**src/rtl/sd_cmd_sequencer.sv**
```systemverilog
`default_nettype none
// ---------------------------------------------------------------------------
// sd_cmd_sequencer : runs one SD command over the controller's Wishbone port
// rev 1.0
// ---------------------------------------------------------------------------
module sd_cmd_sequencer #(
  parameter int unsigned POLL_INTERVAL = 16,
  parameter int unsigned POLL_LIMIT    = 65535
) (
  input  logic         wb_clk_i,
  input  logic         wb_rst_ni,
  input  logic         cmd_valid_i,
  output logic         cmd_ready_o,
  input  logic [5:0]   cmd_index_i,
  input  logic [31:0]  cmd_arg_i,
  input  logic [3:0]   cmd_rsp_type_i,
  input  logic [1:0]   cmd_xfer_i,
  output logic         done_o,
  output logic [127:0] rsp_o,
  output logic [5:0]   status_o,
  output logic [31:0]  sdc_wb_dat_o,
  input  logic [31:0]  sdc_wb_dat_i,
  output logic [7:0]   sdc_wb_adr_o,
  output logic [3:0]   sdc_wb_sel_o,
  output logic         sdc_wb_we_o,
  output logic         sdc_wb_cyc_o,
  output logic         sdc_wb_stb_o,
  input  logic         sdc_wb_ack_i
);

  typedef enum logic [3:0] {
    S_IDLE   = 4'd0,
    S_WR_ARG = 4'd1,
    S_WR_CMD = 4'd2,
    S_POLL   = 4'd3,
    S_WAIT   = 4'd4,
    S_RD_RSP = 4'd5,
    S_CLR    = 4'd6,
    S_DONE   = 4'd7
  } state_e;

  localparam logic [15:0] C_POLL_LIMIT    = 16'(POLL_LIMIT);
  localparam logic [7:0]  C_POLL_INTERVAL = 8'(POLL_INTERVAL);
  localparam logic [7:0]  C_ADR_ARG       = 8'h00;
  localparam logic [7:0]  C_ADR_CMD       = 8'h04;
  localparam logic [7:0]  C_ADR_RSP0      = 8'h08;
  localparam logic [7:0]  C_ADR_EVT       = 8'h34;

  state_e         state_q, state_d;
  logic           ready_q, ready_d;
  logic           cyc_q, cyc_d;
  logic           we_q, we_d;
  logic [7:0]     adr_q, adr_d;
  logic [31:0]    dat_q, dat_d;
  logic           gap_q, gap_d;
  logic [5:0]     index_q, index_d;
  logic [31:0]    arg_q, arg_d;
  logic [3:0]     rsp_type_q, rsp_type_d;
  logic [1:0]     xfer_q, xfer_d;
  logic [15:0]    poll_cnt_q, poll_cnt_d;
  logic [7:0]     wait_cnt_q, wait_cnt_d;
  logic [1:0]     rsp_idx_q, rsp_idx_d;
  logic [127:0]   acc_q, acc_d;
  logic [4:0]     ev_q, ev_d;
  logic           tmo_q, tmo_d;
  logic           done_q, done_d;
  logic [127:0]   rsp_q, rsp_d;
  logic [5:0]     status_q, status_d;

  logic           bus_state;
  logic           ack;
  logic [7:0]     tgt_adr;
  logic [31:0]    tgt_dat;
  logic           tgt_we;
  logic [31:0]    cmd_word;

  assign ack      = cyc_q & sdc_wb_ack_i;
  assign cmd_word = {19'b0, index_q, 1'b0, xfer_q, rsp_type_q};

  always_comb begin
    tgt_adr   = 8'h00;
    tgt_dat   = 32'h0;
    tgt_we    = 1'b0;
    bus_state = 1'b1;
    case (state_q)
      S_WR_ARG: begin tgt_adr = C_ADR_ARG; tgt_dat = arg_q; tgt_we = 1'b1; end
      S_WR_CMD: begin tgt_adr = C_ADR_CMD; tgt_dat = cmd_word; tgt_we = 1'b1; end
      S_POLL:   tgt_adr = C_ADR_EVT;
      S_RD_RSP: tgt_adr = C_ADR_RSP0 + {4'b0, rsp_idx_q, 2'b00};
      S_CLR:    begin tgt_adr = C_ADR_EVT; tgt_we = 1'b1; end
      default:  bus_state = 1'b0;
    endcase
  end

  always_comb begin
    state_d    = state_q;
    cyc_d      = cyc_q;
    we_d       = we_q;
    adr_d      = adr_q;
    dat_d      = dat_q;
    gap_d      = gap_q;
    index_d    = index_q;
    arg_d      = arg_q;
    rsp_type_d = rsp_type_q;
    xfer_d     = xfer_q;
    poll_cnt_d = poll_cnt_q;
    wait_cnt_d = wait_cnt_q;
    rsp_idx_d  = rsp_idx_q;
    acc_d      = acc_q;
    ev_d       = ev_q;
    tmo_d      = tmo_q;
    done_d     = 1'b0;
    rsp_d      = rsp_q;
    status_d   = status_q;

    // gap_q forces one idle cycle between back-to-back transactions
    if (bus_state && !cyc_q) begin
      if (gap_q) begin
        gap_d = 1'b0;
      end else begin
        cyc_d = 1'b1;
        adr_d = tgt_adr;
        dat_d = tgt_dat;
        we_d  = tgt_we;
      end
    end
    if (ack) begin
      cyc_d = 1'b0;
      gap_d = 1'b1;
    end

    case (state_q)
      S_IDLE: begin
        if (cmd_valid_i && ready_q) begin
          index_d    = cmd_index_i;
          arg_d      = cmd_arg_i;
          rsp_type_d = cmd_rsp_type_i;
          xfer_d     = cmd_xfer_i;
          poll_cnt_d = 16'd0;
          rsp_idx_d  = 2'd0;
          acc_d      = '0;
          ev_d       = 5'd0;
          tmo_d      = 1'b0;
          state_d    = S_WR_ARG;
          cyc_d      = 1'b1;
          we_d       = 1'b1;
          adr_d      = C_ADR_ARG;
          dat_d      = cmd_arg_i;
          gap_d      = 1'b0;
        end
      end
      S_WR_ARG: if (ack) state_d = S_WR_CMD;
      S_WR_CMD: if (ack) state_d = S_POLL;
      S_POLL: begin
        if (ack) begin
          if (sdc_wb_dat_i[0] || sdc_wb_dat_i[1]) begin
            ev_d    = sdc_wb_dat_i[4:0];
            state_d = (rsp_type_q[0] && !sdc_wb_dat_i[1]) ? S_RD_RSP : S_CLR;
          end else begin
            poll_cnt_d = poll_cnt_q + 16'd1;
            if (poll_cnt_q + 16'd1 == C_POLL_LIMIT) begin
              tmo_d   = 1'b1;
              state_d = S_CLR;
            end else begin
              wait_cnt_d = C_POLL_INTERVAL;
              state_d    = S_WAIT;
            end
          end
        end
      end
      S_WAIT: begin
        // launch on the last idle cycle so exactly POLL_INTERVAL idle cycles elapse
        if (wait_cnt_q <= 8'd1) begin
          state_d = S_POLL;
          cyc_d   = 1'b1;
          gap_d   = 1'b0;
          we_d    = 1'b0;
          adr_d   = C_ADR_EVT;
          dat_d   = 32'h0;
        end else begin
          wait_cnt_d = wait_cnt_q - 8'd1;
        end
      end
      S_RD_RSP: begin
        if (ack) begin
          acc_d[rsp_idx_q*32 +: 32] = sdc_wb_dat_i;
          if (rsp_type_q[1] && rsp_idx_q != 2'd3) begin
            rsp_idx_d = rsp_idx_q + 2'd1;
          end else begin
            state_d = S_CLR;
          end
        end
      end
      S_CLR: begin
        if (ack) begin
          state_d  = S_DONE;
          done_d   = 1'b1;
          rsp_d    = acc_q;
          status_d = {tmo_q, ev_q};
        end
      end
      S_DONE:  state_d = S_IDLE;
      default: state_d = S_IDLE;
    endcase

    ready_d = (state_d == S_IDLE);
  end

  always_ff @(posedge wb_clk_i or negedge wb_rst_ni) begin
    if (!wb_rst_ni) begin
      state_q    <= S_IDLE;
      ready_q    <= 1'b0;
      cyc_q      <= 1'b0;
      we_q       <= 1'b0;
      adr_q      <= 8'h00;
      dat_q      <= 32'h0;
      gap_q      <= 1'b0;
      index_q    <= 6'd0;
      arg_q      <= 32'h0;
      rsp_type_q <= 4'd0;
      xfer_q     <= 2'd0;
      poll_cnt_q <= 16'd0;
      wait_cnt_q <= 8'd0;
      rsp_idx_q  <= 2'd0;
      acc_q      <= '0;
      ev_q       <= 5'd0;
      tmo_q      <= 1'b0;
      done_q     <= 1'b0;
      rsp_q      <= '0;
      status_q   <= 6'd0;
    end else begin
      state_q    <= state_d;
      ready_q    <= ready_d;
      cyc_q      <= cyc_d;
      we_q       <= we_d;
      adr_q      <= adr_d;
      dat_q      <= dat_d;
      gap_q      <= gap_d;
      index_q    <= index_d;
      arg_q      <= arg_d;
      rsp_type_q <= rsp_type_d;
      xfer_q     <= xfer_d;
      poll_cnt_q <= poll_cnt_d;
      wait_cnt_q <= wait_cnt_d;
      rsp_idx_q  <= rsp_idx_d;
      acc_q      <= acc_d;
      ev_q       <= ev_d;
      tmo_q      <= tmo_d;
      done_q     <= done_d;
      rsp_q      <= rsp_d;
      status_q   <= status_d;
    end
  end

  assign cmd_ready_o  = ready_q;
  assign done_o       = done_q;
  assign rsp_o        = rsp_q;
  assign status_o     = status_q;
  assign sdc_wb_dat_o = dat_q;
  assign sdc_wb_adr_o = adr_q;
  assign sdc_wb_sel_o = 4'hF;
  assign sdc_wb_we_o  = we_q;
  assign sdc_wb_cyc_o = cyc_q;
  assign sdc_wb_stb_o = cyc_q;

endmodule
`default_nettype wire

```
**config.mk**
```make
export PLATFORM = sky130hd
export DESIGN_NAME = sd_cmd_sequencer
export DESIGN_NICKNAME = d
export VERILOG_FILES = /design/src/rtl/sd_cmd_sequencer.sv
export SDC_FILE = /design/constraint.sdc
export NUM_CORES = 1
export LEC_CHECK = 0
export BUFFER_PORTS_ARGS = -buffer_cell sky130_fd_sc_hd__buf_4
export CORE_MARGIN = 2
export CORE_UTILIZATION = 60
export CTS_CLUSTER_SIZE = 24
export DETAILED_ROUTE_END_ITERATION = 16
export HOLD_SLACK_MARGIN = 0.08
export PLACE_DENSITY = 0.84
export SLEW_MARGIN = 20
export SYNTH_ARGS = -nofsm -noshare
export SYNTH_HDL_FRONTEND = slang
export SYNTH_SLANG_ARGS = --single-unit
```
**constraint.sdc**
```tcl
create_clock -name wb_clk_i -period 7.7 [get_ports wb_clk_i]
set_clock_uncertainty 0.15 [all_clocks]
set_input_delay 0.77 -clock wb_clk_i [delete_from_list [all_inputs] [get_ports wb_clk_i]]
set_output_delay 0.77 -clock wb_clk_i [all_outputs]
set_load 0.05 [all_outputs]
```
==> results of run 1 <==
-- layout make-up --
class                   count  area [um2]
inverters                  10        37.5
flip-flops and latches    387        9680
clock buffers              60        1200
fillers                  1678        6710
well taps                 335         419
clock inverters            12         101
repair buffers            273        2070
multi-input cells         886        5690
-- kinds of logic after synthesis --
| group | Yosys count |
|---|---|
| and+or+nand+nor | 428 |
| DFF | 387 |
| AOI/OAI and AO/OA | 301 |
| muxes | 137 |
| buffers and inverters | 107 |
| adders and majority gates | 10 |
| xor gates and xnor gates | 5 |
| other | 2 |
-- critical path, cell delays in order, from the launching register on --
cell and delay [ns]:
dfrtp_1 0.66, nand2b_1 0.22, or2_1 0.54, o21ai_2 0.54
o21ai_4 0.40, nor2_4 0.80, a22o_1 0.26
-- worst max-delay path by stage --
stage                       from          to  depth (start not counted)
floorplan           sdc_wb_cyc_o  rsp_o[100]                          5
detailed placement    state_q[0]   acc_q[39]                          6
global placement    sdc_wb_ack_i   rsp_o[17]                          6
global route          state_q[0]   acc_q[39]                          6
CTS                   state_q[0]   acc_q[39]                          6
finish                state_q[0]   acc_q[39]                          6
-- where the power goes --
group          leakage, nW  total, W  internal (W)  switching (W)
registers             5.26   0.00242       0.00226       0.000161
logic                 3.69   0.00108      0.000308       0.000771
clock network        0.639   0.00188       0.00111       0.000769
-- metrics by stage --
stage                     hold WS [ns]  instances  total power (W)  utilization [%]  instance area, um2
final                            0.160       1963          0.00538             74.1               19200
after global routing             0.279       1963          0.00561             74.1               19200
after CTS                        0.231       1963          0.00541             74.1               19200
after detailed placement         0.304       1891          0.00352             69.1               17900
after global placement           0.299       1891          0.00349             69.1               17900
after floorplan                  0.288       1380          0.00313                -               15800
-- layer usage --
metal	part of all wire, %	vias up
met3	8.1	84
met4	2.8	0
met5	0	-
met1	41	5815
met2	48	478
li1	-	5233
-- layout by cell type (no fill, tap or decap), types with 4 or more instances in the layout --
cell type / instances
nand4_1: 7
inv_1: 10
o21ai_4: 4
dfrtp_1: 387
a22o_1: 66
a31oi_1: 7
nor3_1: 11
conb_1: 5
o21ai_1: 10
a21oi_1: 35
nor2_1: 26
or3_1: 5
or4_1: 4
clkbuf_1: 10
nand2b_1: 5
nor4_4: 5
buf_4: 270
nand3_1: 10
nand2_1: 298
nor3b_1: 9
clkbuf_16: 42
clkbuf_8: 8
o22ai_1: 4
and3_1: 24
o21ai_0: 138
a221o_1: 12
clkinv_2: 8
ha_1: 10
xnor2_1: 5
mux2_2: 134
-- state kept, by name (all words and copies together), names as in the netlist, 4 cells and up --
register	cells
rsp_type_q	4
poll_cnt_q	16
rsp_o	128
status_o	6
ev_q	5
sdc_wb_adr_o	8
state_q	4
sdc_wb_dat_o	32
acc_q	128
wait_cnt_q	8
index_q	6
arg_q	32
==> impl_results.html, run 1 <==
<table>
<tr><th>Metric</th><th>Value</th></tr>
<tr><th colspan="2">Global route</th></tr>
<tr><td>GRT Util Overall</td><td>28.3%</td></tr>
<tr><td>Number of antenna violations at the first check in global routing</td><td>0</td></tr>
<tr><td>First-pass GRT wire length</td><td>between 60 and 70 mm</td></tr>
<tr><td>Gr ovfl total</td><td>0</td></tr>
<tr><td>Largest net degree at the start of global routing</td><td>178</td></tr>
<tr><td>Met1 Track Usage GR</td><td>around two fifths</td></tr>
<tr><td>Met3 demand-to-capacity share in global routing</td><td>about 7.1%</td></tr>
<tr><td>Most heavily used metal layer in global routing</td><td>met2</td></tr>
<tr><td>Met2 global-route usage</td><td>between 40 and 50%</td></tr>
<tr><td>Vias in the first global route</td><td>~12000</td></tr>
<tr><th colspan="2">Floorplanning</th></tr>
<tr><td>Initial core utilization</td><td>between 60 and 70%</td></tr>
<tr><td>Row cnt</td><td>roughly 60</td></tr>
<tr><td>Top-level port count</td><td>around 260</td></tr>
<tr><td>Die Span Y</td><td>roughly 170 um</td></tr>
<tr><td>Die Footprint</td><td>around 28000 um2</td></tr>
<tr><td>Core footprint</td><td>roughly 26000 um2</td></tr>
<tr><td>Horiz. Die Dim</td><td>166 um</td></tr>
<tr><th colspan="2">Cells and area</th></tr>
<tr><td>Nets</td><td>between 1500 and 2000</td></tr>
<tr><td>Fraction of final layout cells sized beyond drive strength 1</td><td>a little under a third</td></tr>
<tr><td>Total inserted antenna cells</td><td>0</td></tr>
<tr><td>Signed area change from the synthesized netlist to the final layout</td><td>21.9%</td></tr>
<tr><th colspan="2">STA</th></tr>
<tr><td>Maximum clock rate</td><td>about 270 MHz</td></tr>
<tr><td>Pins over their slew limit</td><td>0</td></tr>
<tr><td>Crit path time final</td><td>3.66 ns</td></tr>
<tr><td>Setup ws final</td><td>between 4 and 5 ns</td></tr>
<tr><td>Max-slew headroom</td><td>between 20% and 30%</td></tr>
<tr><td>Number of hold violations in the final report</td><td>0</td></tr>
<tr><td>Unrepaired setup endpoints after global routing</td><td>false</td></tr>
<tr><td>Count of final setup violators</td><td>0</td></tr>
<tr><td>Total Neg Setup Slack</td><td>0 ns</td></tr>
<tr><td>Actual transition at the worst max-transition pin</td><td>approximately 1.1 ns</td></tr>
<tr><td>Final worst-path cycle share</td><td>between 40% and 50%</td></tr>
<tr><th colspan="2">Clock tree</th></tr>
<tr><td>CTS Buffer Depth</td><td>3</td></tr>
<tr><td>Clock Pin Slew Worst Setup and Hold Paths</td><td>~0.060 ns</td></tr>
<tr><td>Root buffer selected by CTS</td><td>clkbuf_16</td></tr>
<tr><td>TritonCTS clock tree</td><td>yes</td></tr>
<tr><td>H-Tree Level Count</td><td>2</td></tr>
<tr><td>Number of buffers created by CTS</td><td>40</td></tr>
<tr><td>Clk Latency, worst-skew pair</td><td>roughly 0.52 ns</td></tr>
<tr><td>Hold buffer count at CTS</td><td>0</td></tr>
<tr><td>Post-CTS sizing</td><td>0</td></tr>
<tr><td>Total number of clock tree sinks</td><td>387</td></tr>
<tr><td>Post-CTS setup repair buffer count</td><td>0</td></tr>
<tr><th colspan="2">Synth</th></tr>
<tr><td>Synth Register Bits</td><td>387</td></tr>
<tr><td>Xor-xnor portion of the synthesized cell area</td><td>0.278%</td></tr>
<tr><td>Dominant combinational cell family by area after synthesis</td><td>simple AND/OR/NAND/NOR gates</td></tr>
<tr><td>Yosys top cell by area</td><td>dfrtp_1</td></tr>
<tr><td>Area fraction of the dominant cell type after synthesis</td><td>between 60% and 70%</td></tr>
<tr><td>Share of synthesized area occupied by flip-flops and latches</td><td>61.5%</td></tr>
<tr><td>Most repeated cell in the gate-level netlist after synthesis</td><td>dfrtp_1</td></tr>
<tr><td>Mean cell area of the mapped netlist</td><td>between 10 and 15 um2</td></tr>
<tr><td>Cells after synthesis</td><td>around 1400</td></tr>
<tr><td>Post-synthesis async set-or-reset flop share</td><td>between 90% and 100%</td></tr>
<tr><td>Most instantiated flip-flop cell in the synthesis netlist</td><td>dfrtp_1</td></tr>
<tr><td>Share of cell area taken by muxes after synthesis</td><td>9.77%</td></tr>
<tr><td>Yosys warning total</td><td>0</td></tr>
<tr><td>Post-synthesis compound-gate area fraction</td><td>about 12%</td></tr>
<tr><td>Adder-cell area share of the yosys netlist</td><td>less than 1%</td></tr>
<tr><td>EDFF count, synth</td><td>0</td></tr>
<tr><td>Most numerous cell types in the synthesized netlist</td><td>dfrtp_1 (387), nand2_1 (298), o21ai_0 (138)</td></tr>
<tr><td>Number of different library cells in the post-synthesis netlist</td><td>65</td></tr>
<tr><td>Cell area after synthesis</td><td>approximately 16000 um2</td></tr>
<tr><td>Simple-Gate Fraction of Synth Area</td><td>between 10% and 20%</td></tr>
<tr><td>Top cells by area in the synthesized netlist</td><td>dfrtp_1 (61%), mux2_2 (9.6%), nand2_1 (7.1%), o21ai_0 (4.4%), a22o_1 (3.7%)</td></tr>
<tr><th colspan="2">Pwr</th></tr>
<tr><td>Worst IR Drop VDD</td><td>roughly 0.00027 V</td></tr>
<tr><td>Static Leak</td><td>9.59 nW</td></tr>
<tr><td>Total power density per cell area</td><td>280 nW/um2</td></tr>
<tr><th colspan="2">Outcome</th></tr>
<tr><td>Outcome</td><td>completed</td></tr>
<tr><th colspan="2">Route</th></tr>
<tr><td>Post-detailed-route wirelength per cell</td><td>19.9 um</td></tr>
<tr><td>Antenna Violating Nets Remaining</td><td>0</td></tr>
<tr><td>DRT iter0 DRCs</td><td>about 1100</td></tr>
<tr><td>Drt drc</td><td>0</td></tr>
<tr><td>Iteration count of the initial detailed-routing pass</td><td>5</td></tr>
<tr><td>Via density per instance</td><td>5.91</td></tr>
<tr><td>Routed via count</td><td>11600</td></tr>
<tr><td>DRT Wirelength</td><td>approximately 40 mm</td></tr>
<tr><th colspan="2">Setup path</th></tr>
<tr><td>Reg2Reg Capture Point</td><td>acc_q[39]</td></tr>
<tr><td>Critical Setup Path Class</td><td>flop to flop</td></tr>
<tr><td>Crit. End Element</td><td>flop</td></tr>
<tr><td>Internal reg-to-reg setup slack</td><td>around 4 ns</td></tr>
<tr><td>Startpoint of the worst-slack reg-to-reg timing path</td><td>state_q[0]</td></tr>
<tr><td>CP arrival</td><td>approximately 4.0 ns</td></tr>
<tr><td>Depth of the worst register-to-register path</td><td>6</td></tr>
<tr><td>Type of element launching the critical path</td><td>flop</td></tr>
<tr><td>CP max FO</td><td>33</td></tr>
<tr><td>Worst endpoint required time</td><td>approximately 8.0 ns</td></tr>
<tr><th colspan="2">Placement</th></tr>
<tr><td>Weighted congestion reported at the end of routability-driven placement</td><td>a little under 0.9</td></tr>
<tr><td>Worst slack after detailed placement</td><td>~4 ns</td></tr>
<tr><td>Final HPWL from detailed placement</td><td>24.7 mm</td></tr>
<tr><td>Number of port buffers</td><td>about 260</td></tr>
<tr><th colspan="2">Hold path</th></tr>
<tr><td>Tightest Hold Check Type</td><td>input pin to async pin</td></tr>
<tr><th colspan="2">Run</th></tr>
<tr><td>Reported max-cap violation count</td><td>0</td></tr>
</table>
Note: power is estimated with default switching activity, not from simulation.
==> run 2: changes to the inputs <==
CORE_UTILIZATION = 56   (was 60)
PLACE_DENSITY = 0.79   (was 0.84)
clock period = 3.64 ns   (was 7.7 ns; I/O delays follow)
==> impl_results.html, run 2 (synthesis gave the netlist of run 1 again) <==
<table>
<tr><th>Metric</th><th>Value</th></tr>
<tr><th colspan="2">Outcome</th></tr>
<tr><td>Outcome</td><td>completed</td></tr>
<tr><th colspan="2">Cells and area</th></tr>
<tr><td>FILL cells</td><td>roughly 1800</td></tr>
<tr><td>Fraction of final layout cells sized beyond drive strength 1</td><td>around 29%</td></tr>
<tr><td>Signed area change from the synthesized netlist to the final layout</td><td>27.8%</td></tr>
<tr><td>Combined area of the multi-input logic cells</td><td>5690 um2</td></tr>
<tr><td>Leading cell type in the layout, fill and taps excluded</td><td>dfrtp_1</td></tr>
<tr><td>Total inserted antenna cells</td><td>0</td></tr>
<tr><td>Sequential cell area</td><td>between 9000 and 10000 um2</td></tr>
<tr><td>Nets</td><td>approximately 1800</td></tr>
<tr><td>Commonest non-fill, non-tap cells in the layout</td><td>dfrtp_1 (387), nand2_1 (298), buf_4 (275)</td></tr>
<tr><th colspan="2">STA</th></tr>
<tr><td>Total Neg Setup Slack</td><td>0 ns</td></tr>
<tr><td>Actual transition at the worst max-transition pin</td><td>between 1 and 1.5 ns</td></tr>
<tr><td>Count of final setup violators</td><td>0</td></tr>
<tr><td>Number of hold violations in the final report</td><td>0</td></tr>
<tr><td>Crit path time final</td><td>3.15 ns</td></tr>
<tr><td>Unrepaired setup endpoints after global routing</td><td>false</td></tr>
<tr><td>Max-slew headroom</td><td>31.9%</td></tr>
<tr><td>Maximum clock rate</td><td>about 320 MHz</td></tr>
<tr><td>Final worst-path cycle share</td><td>86.5%</td></tr>
<tr><td>Worst hold-check slack</td><td>between 0.2 and 0.3 ns</td></tr>
<tr><td>Pins over their slew limit</td><td>0</td></tr>
<tr><th colspan="2">Route</th></tr>
<tr><td>DRT Wirelength</td><td>approximately 40 mm</td></tr>
<tr><td>DRT iter0 DRCs</td><td>1002</td></tr>
<tr><td>DR WL met2</td><td>roughly 19 mm</td></tr>
<tr><td>Iteration count of the initial detailed-routing pass</td><td>6</td></tr>
<tr><td>Routed via count</td><td>12000</td></tr>
<tr><td>Met3 wirelength from detailed routing</td><td>2.95 mm</td></tr>
<tr><td>M1 wire length</td><td>about 17 mm</td></tr>
<tr><td>Antenna Violating Nets Remaining</td><td>0</td></tr>
<tr><td>Via density per instance</td><td>5.73</td></tr>
<tr><td>Top Layer Used</td><td>met5</td></tr>
<tr><td>Drt drc</td><td>0</td></tr>
<tr><td>Post-detailed-route wirelength per cell</td><td>about 19 um</td></tr>
<tr><th colspan="2">Global route</th></tr>
<tr><td>GRT Util Overall</td><td>between 20% and 30%</td></tr>
<tr><td>Largest net degree at the start of global routing</td><td>around 140</td></tr>
<tr><td>First-pass GRT wire length</td><td>between 60 and 70 mm</td></tr>
<tr><td>Gr ovfl total</td><td>0</td></tr>
<tr><td>Number of antenna violations at the first check in global routing</td><td>1</td></tr>
<tr><td>Vias in the first global route</td><td>about 12000</td></tr>
<tr><th colspan="2">Floorplanning</th></tr>
<tr><td>Top-level port count</td><td>around 260</td></tr>
<tr><td>Initial core utilization</td><td>56.8%</td></tr>
<tr><td>Die Span Y</td><td>between 150 and 200 um</td></tr>
<tr><td>Die Footprint</td><td>about 30000 um2</td></tr>
<tr><td>Core footprint</td><td>~28000 um2</td></tr>
<tr><td>Row cnt</td><td>just over 60</td></tr>
<tr><td>Horiz. Die Dim</td><td>roughly 170 um</td></tr>
<tr><th colspan="2">Pwr</th></tr>
<tr><td>Clock network fraction of design power</td><td>between 30% and 40%</td></tr>
<tr><td>Worst IR Drop VDD</td><td>0.000472 V</td></tr>
<tr><td>Combinational power share</td><td>a little over a fifth</td></tr>
<tr><td>Sequential power share</td><td>44.8%</td></tr>
<tr><td>Static Leak</td><td>~10 nW</td></tr>
<tr><td>Total power density per cell area</td><td>570 nW/um2</td></tr>
<tr><td>Switching pwr</td><td>approximately 0.0037 W</td></tr>
<tr><td>Internal power summed over all cells</td><td>0.00780 W</td></tr>
<tr><td>Net Sw Frac</td><td>32.0%</td></tr>
<tr><th colspan="2">Clock tree</th></tr>
<tr><td>Clock Pin Slew Worst Setup and Hold Paths</td><td>approximately 0.06 ns</td></tr>
<tr><td>Clk Latency, worst-skew pair</td><td>0.53 ns</td></tr>
<tr><td>Post-CTS setup repair buffer count</td><td>0</td></tr>
<tr><td>Number of buffers created by CTS</td><td>39</td></tr>
<tr><td>TritonCTS clock tree</td><td>yes</td></tr>
<tr><td>Root buffer selected by CTS</td><td>clkbuf_16</td></tr>
<tr><td>Post-CTS sizing</td><td>0</td></tr>
<tr><td>H-Tree Level Count</td><td>2</td></tr>
<tr><td>Total number of clock tree sinks</td><td>387</td></tr>
<tr><td>Hold buffer count at CTS</td><td>78</td></tr>
<tr><td>CTS Buffer Depth</td><td>3</td></tr>
<tr><th colspan="2">Placement</th></tr>
<tr><td>Number of port buffers</td><td>~260</td></tr>
<tr><td>Weighted congestion reported at the end of routability-driven placement</td><td>approximately 0.84</td></tr>
<tr><td>Final HPWL from detailed placement</td><td>roughly 25 mm</td></tr>
<tr><th colspan="2">Setup path</th></tr>
<tr><td>Worst endpoint required time</td><td>3.88 ns</td></tr>
<tr><td>Depth of the worst register-to-register path</td><td>7</td></tr>
<tr><td>Startpoint of the worst-slack reg-to-reg timing path</td><td>state_q[2]</td></tr>
<tr><td>Type of element launching the critical path</td><td>flop</td></tr>
<tr><td>CP max FO</td><td>a little over 40</td></tr>
<tr><td>Reg2Reg Capture Point</td><td>acc_q[18]</td></tr>
<tr><td>Critical Setup Path Class</td><td>flop to flop</td></tr>
<tr><td>Crit. End Element</td><td>flop</td></tr>
<tr><td>Internal reg-to-reg setup slack</td><td>between 0.4 and 0.5 ns</td></tr>
<tr><td>CP arrival</td><td>between 3 and 4 ns</td></tr>
<tr><th colspan="2">Run</th></tr>
<tr><td>Reported max-cap violation count</td><td>0</td></tr>
<tr><th colspan="2">Hold path</th></tr>
<tr><td>Tightest Hold Check Type</td><td>input pin to async pin</td></tr>
</table>
run 2: worst max path at each step:
stage | startpoint | to | slack, ns | cells past startpoint
4_1_cts | state_q[2] | acc_q[18] | 0.52 | 7
3_5_place_dp | state_q[2] | acc_q[18] | 0.55 | 7
6_report | state_q[2] | acc_q[18] | 0.49 | 7
3_3_place_gp | state_q[2] | acc_q[20] | 0.69 | 7
2_1_floorplan | sdc_wb_cyc_o | rsp_o[100] | 0.94 | 5
5_1_grt | state_q[0] | acc_q[18] | 0.24 | 6
run 2: critical path: stages, from the launching register on:
cell	delay, ns
dfrtp_1	0.70
nand2b_1	0.23
or2_1	0.53
o21ai_2	0.52
o21ai_4	0.37
buf_4	0.33
nand2_1	0.08
o21ai_0	0.08
run 2: layout make-up:
class                      instances  area share [%]
multi-input combinational        886            28.3
tap                              378            2.35
inverter                          10           0.186
clock buffer                      53            5.52
timing repair buffer             360            14.8
clock inverter                    15           0.746
sequential                       387            48.1
run 2: through the flow:
step	worst slack, ns	instance area (um2)	util, %	power (W)	std cells
floorplan	0.938	15800	-	0.00661	1380
global placement	0.689	18100	65.3	0.00740	1943
detailed placement	0.553	18100	65.3	0.00748	1943
CTS	0.522	20100	72.7	0.0115	2089
global route	0.239	20100	72.7	0.0120	2089
finish	0.492	20100	72.7	0.0115	2089
run 2: layer usage:
metal	vias to the layer above	track usage, %
met5	-	0
met4	2	7.85
met3	76	6.35
met2	434	45.2
met1	6040	36.7
li1	5408	-
run 2: power by group through the flow:
stage | combinational [W] | sequential (W) | clock (W)
after floorplan | 0.000902 | 0.00571 | 0
after global placement | 0.00224 | 0.00516 | 0
after detailed placement | 0.00230 | 0.00518 | 0
after CTS | 0.00237 | 0.00512 | 0.00400
after global routing | 0.00259 | 0.00519 | 0.00418
final | 0.00239 | 0.00514 | 0.00395
